==> src/rtl/bch_bm_iter.sv <==
// Iterative inversionless Berlekamp-Massey engine for binary BCH codes over GF(2^M).
// It takes syndromes S1..S(2T-1) and returns a scaled error-locator polynomial and its degree.
// The result comes T cycles after the start edge that loads the syndromes.
//
// Ports:
//   clk        rising-edge clock
//   rst        asynchronous active-low reset
//   start      load syndromes and begin; ignored while iterating
//   syn        S1..S(2T-1), S1 in the least significant M bits
//   busy       high while iterations are in flight
//   done       one-cycle pulse; lambda/lambda_deg/fail are valid
//   lambda     Lambda_0..Lambda_T, Lambda_0 in the least significant M bits
//   lambda_deg final register length L
//   fail       the final Lambda_L coefficient is zero (uncorrectable)
module bch_bm_iter #(
    parameter int unsigned M         = 4,
    parameter int unsigned T         = 2,
    parameter logic [M:0]  PRIM_POLY = 5'b10011
) (
    input  logic                                clk,
    input  logic                                rst,
    input  logic                                start,
    input  logic [(2*T-1)*M-1:0]                syn,
    output logic                                busy,
    output logic                                done,
    output logic [(T+1)*M-1:0]                  lambda,
    output logic [$clog2(T+1)-1:0]              lambda_deg,
    output logic                                fail
);

    localparam int unsigned NS   = 2 * T - 1;
    localparam int unsigned SW   = NS * M;
    localparam int unsigned LDW  = $clog2(T + 1);
    // Internal L can reach 2T-1 before the fail check.
    localparam int unsigned LW   = $clog2(2 * T);
    localparam int unsigned RW   = (T > 1) ? $clog2(T) : 1;
    localparam logic [M-1:0] POLY_LO = PRIM_POLY[M-1:0];

    typedef enum logic [1:0] {
        IDLE = 2'd0,
        ITER = 2'd1,
        DONE = 2'd2
    } state_t;

    state_t          state_q;
    state_t          state_d;
    logic            load_c;
    logic            iter_c;
    logic            last_c;

    logic [SW-1:0]   syn_q;
    logic [M-1:0]    lam      [T+1];
    logic [M-1:0]    b        [T+1];
    logic [LW-1:0]   l;
    logic [M-1:0]    gam;
    logic [RW-1:0]   r;

    logic [M-1:0]    lam_nxt  [T+1];
    logic [M-1:0]    b_nxt    [T+1];
    logic [LW-1:0]   l_nxt;
    logic [M-1:0]    gam_nxt;
    logic [M-1:0]    delta;
    logic [M-1:0]    sel;
    logic            upd_c;
    logic            fail_c;
    int              r_i;

    // GF(2^M) polynomial-basis multiply, shift-and-add with modular reduction.
    function automatic logic [M-1:0] gf_mul(input logic [M-1:0] a, input logic [M-1:0] bb);
        logic [M-1:0] acc;
        logic [M-1:0] sh;
        acc = '0;
        sh  = a;
        for (int k = 0; k < int'(M); k++) begin
            if (bb[k]) acc = acc ^ sh;
            sh = {sh[M-2:0], 1'b0} ^ (sh[M-1] ? POLY_LO : '0);
        end
        return acc;
    endfunction

    assign r_i    = int'(r);
    assign last_c = (r == RW'(T - 1));

    // State register.
    always_ff @(posedge clk or negedge rst) begin
        if (!rst) state_q <= IDLE;
        else      state_q <= state_d;
    end

    // Next state and datapath controls.
    always_comb begin
        state_d = state_q;
        load_c  = 1'b0;
        iter_c  = 1'b0;
        case (state_q)
            IDLE: begin
                if (start) begin
                    load_c  = 1'b1;
                    state_d = ITER;
                end
            end
            ITER: begin
                iter_c = 1'b1;
                if (last_c) state_d = DONE;
            end
            DONE: begin
                if (start) begin
                    load_c  = 1'b1;
                    state_d = ITER;
                end else begin
                    state_d = IDLE;
                end
            end
            default: state_d = IDLE;
        endcase
    end

    // Discrepancy: sum of Lambda_i * S(2r+1-i) for i <= min(2r, T).
    always_comb begin
        delta = '0;
        sel   = '0;
        for (int i = 0; i <= int'(T); i++) begin
            sel = '0;
            for (int j = 0; j < int'(NS); j++) begin
                if (j == 2 * r_i - i) sel = syn_q[j*M +: M];
            end
            if (i <= 2 * r_i) delta = delta ^ gf_mul(lam[i], sel);
        end
    end

    // One inversionless iteration; Lambda and B are truncated to degree T.
    always_comb begin
        upd_c = (delta != '0) && (int'(l) <= r_i);

        lam_nxt[0] = gf_mul(gam, lam[0]);
        for (int i = 1; i <= int'(T); i++) begin
            lam_nxt[i] = gf_mul(gam, lam[i]) ^ gf_mul(delta, b[i-1]);
        end

        // B' = x*Lambda on a length change, otherwise x^2*B.
        b_nxt[0] = '0;
        b_nxt[1] = upd_c ? lam[0] : '0;
        for (int i = 2; i <= int'(T); i++) begin
            b_nxt[i] = upd_c ? lam[i-1] : b[i-2];
        end

        l_nxt   = upd_c ? LW'(2 * r_i + 1 - int'(l)) : l;
        gam_nxt = upd_c ? delta : gam;

        // A length beyond T has no stored coefficient, so it counts as zero.
        fail_c = 1'b1;
        for (int i = 0; i <= int'(T); i++) begin
            if (int'(l_nxt) == i) fail_c = (lam_nxt[i] == '0);
        end
    end

    // Working registers: load on an accepted start, otherwise step while iterating.
    always_ff @(posedge clk or negedge rst) begin
        if (!rst) begin
            syn_q <= '0;
            for (int i = 0; i <= int'(T); i++) begin
                lam[i] <= '0;
                b[i]   <= '0;
            end
            l   <= '0;
            gam <= '0;
            r   <= '0;
        end else if (load_c) begin
            syn_q <= syn;
            for (int i = 0; i <= int'(T); i++) begin
                lam[i] <= (i == 0) ? M'(1) : '0;
                b[i]   <= (i == 0) ? M'(1) : '0;
            end
            l   <= '0;
            gam <= M'(1);
            r   <= '0;
        end else if (iter_c) begin
            for (int i = 0; i <= int'(T); i++) begin
                lam[i] <= lam_nxt[i];
                b[i]   <= b_nxt[i];
            end
            l   <= l_nxt;
            gam <= gam_nxt;
            r   <= r + RW'(1);
        end
    end

    // Registered handshake and result outputs; results are held until the next completion.
    always_ff @(posedge clk or negedge rst) begin
        if (!rst) begin
            busy       <= 1'b0;
            done       <= 1'b0;
            lambda     <= '0;
            lambda_deg <= '0;
            fail       <= 1'b0;
        end else begin
            busy <= (state_d == ITER);
            done <= (state_d == DONE);
            if (iter_c && last_c) begin
                for (int i = 0; i <= int'(T); i++) begin
                    lambda[i*M +: M] <= lam_nxt[i];
                end
                lambda_deg <= LDW'(l_nxt);
                fail       <= fail_c;
            end
        end
    end

endmodule

==> config.mk <==
export PLATFORM = sky130hd
export DESIGN_NAME = bch_bm_iter
export DESIGN_NICKNAME = d
export VERILOG_FILES = /design/src/rtl/bch_bm_iter.sv
export SDC_FILE = /design/constraint.sdc
export NUM_CORES = 1
export LEC_CHECK = 0
export ABC_CLOCK_PERIOD_IN_PS = 4200
export BUFFER_PORTS_ARGS = -buffer_cell sky130_fd_sc_hd__buf_2
export CORE_MARGIN = 1.5
export CORE_UTILIZATION = 60
export DETAILED_ROUTE_END_ITERATION = 12
export MAX_ROUTING_LAYER = met4
export PLACE_DENSITY = 0.86
export REMOVE_ABC_BUFFERS = 1
export SLEW_MARGIN = 20
export SYNTH_ARGS = -nofsm -noshare
export SYNTH_HDL_FRONTEND = slang
export SYNTH_SLANG_ARGS = --single-unit
export TNS_END_PERCENT = 50
==> constraint.sdc <==
create_clock -name clk -period 4.2 [get_ports clk]
set_input_delay 0 -clock clk [delete_from_list [all_inputs] [get_ports clk]]
set_output_delay 0 -clock clk [all_outputs]
set_load 0.1 [all_outputs]
Word level (Yosys, flattened, before mapping). Cells that the tools add are included.

Flip-flop bits (word level): 58. Bits of input ports: 15. Output and inout bits: 17. Logic and storage cells: 185.

Add/subtract/negate cells: 5. Magnitude comparators: 4. Equality and inequality tests: 10. Multiplexer cells: 93. Bitwise logic cells: 43. Reduce and logical (&&, ||, !) cells: 15.

Operators by type and width (count): 2-to-1 mux 4 bit (59); bitwise XOR 4 bit (28); logical NOT 32 bit (3); bitwise XOR 4 x 2 -> 4 bit (15); 2-to-1 mux 12 bit (4); 2-to-1 mux 2 bit (20); logical NOT 4 bit (3); 2-to-1 mux 1 bit (9); == test 2 bit, second input constant (4); == test 2 x 3 -> 1 bit, first input constant (2); == test 3 bit, first input constant (2); one-hot mux 2 bit (3 select lines) (1); == test 2 x 1 -> 1 bit, second input constant (2); less-or-equal comparator 1 x 2 -> 1 bit, first input constant (2); logical NOT 2 bit (2); nonzero test 2 bit (2); nonzero test 4 bit (1); subtractor 2 x 1 -> 3 bit, second input constant (1); subtractor 2 x 2 -> 3 bit, second input constant (1); adder 2 x 1 -> 2 bit, second input constant (1); less-or-equal comparator 2 x 1 -> 1 bit (1); less-or-equal comparator 2 bit, first input constant (1); logical AND 1 bit (2); AND reduction 2 bit (1); other kinds (3) (3).

Longest topological paths before layout.
Word-level depth: 32. Gate-level depth with buffers: 13. Depth with buffers taken out: 11.

Least setup slack after synthesis. No wires, ideal clock.

Path type: reg2reg. From: reg syn_q[7]. To: reg fail. Library setup time: 0.133 ns. Arrival time: 2.899 ns. Required time: 4.067 ns. Slack: 1.168 ns. Stages on the path, launching flop included: 13. Path buffers: 2. Period minus slack after synthesis: 3.032 ns. Path through: dfrtp_1 clkbuf_1 mux2_2 a22oi_1 xnor2_1 xnor2_1 a21o_1 clkbuf_1 a2111oi_4 or4_1 and2_1 o211ai_1 o211ai_1.

Word-level cells in the longest chain between the ends: 20. Elaborated cells on any way between the ends: 45. Classes of those cells: eq/ne: 2; mux: 25; bitwise: 13; reduce/logical: 5.

Ends and longest elaborated chain: start, declared (RTL line 51) `logic [SW-1:0] syn_q;`; start signal, assigned (RTL line 169) `syn_q <= syn;`; 2-to-1 mux 4 bit (2 in series) (RTL line 125) `if (j == 2 * r_i - i) sel = syn_q[j*M +: M];`; 2-to-1 mux 4 bit (RTL line 75) `if (bb[k]) acc = acc ^ sh;`; 2-to-1 mux 4 bit (RTL line 127) `if (i <= 2 * r_i) delta = delta ^ gf_mul(lam[i], sel);`; bitwise XOR 4 bit (RTL line 127); 2-to-1 mux 4 bit (RTL line 127); bitwise XOR 4 bit (RTL line 127); 2-to-1 mux 4 bit (*) (RTL line 127); 2-to-1 mux 2 bit (RTL line 76) `sh = {sh[M-2:0], 1'b0} ^ (sh[M-1] ? POLY_LO : '0);`; (+3 left out); bitwise XOR 4 bit (RTL line 75); 2-to-1 mux 4 bit (RTL line 75); bitwise XOR 4 bit (RTL line 75); 2-to-1 mux 4 bit (RTL line 75); bitwise XOR 4 bit (RTL line 137) `lam_nxt[i] = gf_mul(gam, lam[i]) ^ gf_mul(delta, b[i-1]);`; logical NOT 4 bit (RTL line 153) `if (int'(l_nxt) == i) fail_c = (lam_nxt[i] == '0);`; 2-to-1 mux 1 bit (RTL line 153); 2-to-1 mux 1 bit (*) (RTL line 153); end signal, assigned (RTL line 204) `fail <= fail_c;`; end, declared (RTL line 28) `output logic fail`.

Every way passes the cells marked *; elsewhere a longest branch is shown, timed or not. The select of a mux whose other input is x is not followed. A chain may end at the register's enable or synchronous reset.

Worst setup path in the final report.
From: reg r, in the netlist last_c. To: reg lambda[9].

Word-level cells in the longest chain between the ends: 29. Elaborated cells on any way between the ends: 72. Classes of those cells: add/sub: 2; order compare: 3; eq/ne: 4; mux: 41; bitwise: 18; reduce/logical: 4.

Ends and longest elaborated chain: start, declared (RTL line 56) `logic [RW-1:0] r;`; start signal, assigned (RTL line 184) `r <= r + RW'(1);`; subtractor 2 x 1 -> 3 bit (RTL line 125); logical NOT 32 bit (RTL line 125); 2-to-1 mux 4 bit (3 in series) (RTL line 125); 2-to-1 mux 4 bit (RTL line 75); 2-to-1 mux 4 bit (RTL line 127); bitwise XOR 4 bit (RTL line 75); 2-to-1 mux 4 bit (RTL line 75); 2-to-1 mux 4 bit (RTL line 127); (+11 left out); bitwise XOR 4 x 2 -> 4 bit (RTL line 76); bitwise XOR 4 bit (RTL line 75); 2-to-1 mux 4 bit (RTL line 75); bitwise XOR 4 bit (RTL line 75); 2-to-1 mux 4 bit (RTL line 75); bitwise XOR 4 bit (RTL line 75); 2-to-1 mux 4 bit (RTL line 75); bitwise XOR 4 bit (RTL line 137); end signal, assigned by index (RTL line 201) `lambda[i*M +: M] <= lam_nxt[i];`; end, declared (RTL line 26) `output logic [(T+1)*M-1:0] lambda,`.

Parallel ways exist; a longest one is shown, timed or not. The select of a mux whose other input is x is not followed.

==> flow_metrics.py <==
metrics = {
    "yosys": {
        "synth_area_leaders": "dfrtp_1, nand2_1, xnor2_1, o21ai_0, xor2_1",
        "syn_avg_cell_area_um2": 8.03,
        "syn_inst": 535,
        "synth_warnings": 0,
        "synth-edff-count": 0,
        "synth_top_cell_by_area": "dfrtp_1",
        "seq_area_frac_synth_pct": 32.0,
        "synth-main-ff-cell": "dfrtp_1",
        "yosys.area.top_type_share_pct": 32.0,
        "synth_async_sr_flop_share_pct": 100,
        "yosysUniqueCellTypes": 61,
        "synth_area_mm2": 0.00430,
        "ys_ff_latch": 55,
    },
    "status": {
        "status": "finished, final reports clean",
    },
    "setup_path": {
        "crit_required_ns": 4.43,
        "cp_max_fo": 16,
        "cp-start-kind": "flip-flop",
        "r2r_slack_ns": 0.46,
        "crit_path_end_kind": "flip-flop",
        "worst_ep_arrival_time_ns": 3.98,
        "critPathKind": "reg -> reg",
    },
    "sta": {
        "slew-limit-headroom_pct": 44.8,
        "finalCriticalPeriod_ns": 3.74,
        "hold_viol": 0,
        "setup_viol": 0,
        "finalWorstSetupSlack_ns": 0.456,
        "tns_ns": 0,
        "maxSlewViolCount": 0,
        "tightest_slew_ns": 0.828,
        "fin_hold_ws_ns": 0.214,
        "clock_skew_ns": 0.00768,
        "fmaxAchievable_mhz": 267,
        "min_period_over_period_pct": 89.1,
        "rsz0062_at_grt": "no",
    },
    "worst_hold_path": {
        "min_path_type": "in -> reg",
    },
    "floorplanning": {
        "rows": 30,
        "die_x_um": 87.6,
        "die_h_um": 87.6,
        "dieArea_mm2": 0.00768,
        "core_area_mm2": 0.00687,
        "io_pins": 32,
        "initial_core_util_pct": 62.6,
    },
    "placement": {
        "post-place-ws_ns": 0.608,
        "dp_hpwl_mm": 7.38,
        "placed_cells": 627,
        "place.port_buffers": 31,
        "gp_congestion": 0.881,
    },
    "detailed_routing": {
        "wl_per_cell_um": 16.3,
        "drc": 0,
        "drtIter0Drc": 289,
        "antenna_left": 0,
        "vias_per_cell": 6.01,
        "vias": 3895,
        "firstDrtPassIters": 5,
        "drt-total-wl_mm": 10.6,
    },
    "finish": {
        "final_cell_mix": "nand2_1, dfrtp_1, xnor2_1, o21ai_0, buf_2",
        "area_growth_pct": 8.85,
        "fin_nets": 567,
        "final_common_cell": "nand2_1",
        "final_cells": 648,
        "num_antenna_cells": 0,
        "drive_gt1_share_pct": 12.1,
    },
    "clock_tree": {
        "cts_sinks": 55,
        "clkTransAtPathRegs_ns": 0.10,
        "clockBufferDepth": 2,
        "hold_buffers": 13,
        "cts_buffers": 5,
        "cts_root_buf": "clkbuf_8",
        "h-tree-depth": 2,
        "cts_tree": "yes",
        "postCtsSetupRepairBufs": 0,
        "clk_latency_ns": 0.32,
        "post_cts_resized": 0,
    },
    "global_route": {
        "grt_pass1_vias": 3613,
        "grt_use_total_pct": 30.5,
        "grt-ovfl-total": 0,
        "antenna_found_initial": 0,
        "grt_pass1_wl_mm": 17.8,
        "grt_start_max_net_pins": 56,
    },
    "job": {
        "cap_violations": 0,
    },
}
## synthesized netlist by cell type, types with 4 or more instances
cell type  count
nand2_1      143
dfrtp_1       55
xnor2_1       53
o21ai_0       41
nor2_1        23
clkbuf_1      22
xor2_1        18
buf_2         14
a21oi_1       13
nand2b_1      12
nand3_1       12
inv_1         11
mux2_2        10
a22oi_1        9
mux2i_1        9
nor3_1         7
o211ai_1       7
o21ai_1        7
xnor3_1        5
a211oi_1       4
a32o_1         4
nor2b_1        4
## state kept, by name, summed over array words and instances (netlist names), 2 cells and up
signal,flops
lambda_deg,2
gam,4
l,2
lam,12
state_q,2
b,5
lambda,12
syn_q,12
## path summary, 6_finish.rpt
| check | startpoint | endpoint | cells after the start |
|---|---|---|---|
| setup / recovery | last_c$_DFFE_PN0P_ | lambda[9]$_DFFE_PN0P_ | 12 |
| hold / removal | start | syn_q[1]$_DFFE_PN0P_ | 4 |
| setup reg to reg | last_c$_DFFE_PN0P_ | lambda[9]$_DFFE_PN0P_ | 12 |
| hold reg to reg | lambda[0]$_DFFE_PN0P_ | lambda[0]$_DFFE_PN0P_ | 2 |
| max in group asynchronous | rst | lam[3]$_DFFE_PN0P_ | 3 |
| min in group asynchronous | rst | syn_q[3]$_DFFE_PN0P_ | 3 |
## cell type report
type	count	area, um^2
clock buffers	6	72.6
multi-input cells	429	2710
clock inverters	2	38.8
repair buffers	49	323
flip-flops and latches	55	1380
inverters	11	41.3
fillers	543	2190
well taps	96	120
## metrics by stage
step | util [%] | instance area, um^2
2_1_floorplan | - | 4120
3_3_place_gp | 64.5 | 4430
3_5_place_dp | 64.5 | 4430
4_1_cts | 68.0 | 4670
5_1_grt | 68.1 | 4680
6_report | 68.1 | 4680
## cell families (layout without fill, tap and decap cells)
| logic type | after synthesis | after routing | share of synthesized area (%) |
|---|---|---|---|
| buffers and inverters | 51 | 68 | 5.12 |
| adder cells (fa/ha/maj) | 1 | 1 | 0.291 |
| XOR/XNOR | 78 | 78 | 18.1 |
| AO/OA/AOI/OAI | 109 | 109 | 16.6 |
| flip-flops | 55 | 55 | 32.0 |
| multiplexers | 21 | 21 | 5.59 |
| AND/OR/NAND/NOR | 220 | 220 | 22.3 |
## critical path, stage by stage (launching register included)
cell,delay (ns)
dfrtp_1,0.72
buf_4,0.27
mux2_2,0.40
nand4_1,0.10
o21ai_1,0.10
nor3_1,0.39
o211ai_1,0.22
a211oi_1,0.45
nor3_2,0.08
xnor3_1,0.38
and3_1,0.21
or2_1,0.22
o21ai_1,0.12
## layer usage
| layer | share of wire (%) | track usage [%] | vias to the layer above |
|---|---|---|---|
| li1 | - | - | 1836 |
| met1 | 43 | 42.1 | 1877 |
| met2 | 49 | 47.6 | 162 |
| met3 | 5.5 | 3.20 | 20 |
| met4 | 1.7 | 9.24 | 0 |
| met5 | 0 | - | - |
Power is left out: the tool's default activity adds up to more than one toggle a clock period on the data nets, which glitch-free logic cannot reach.
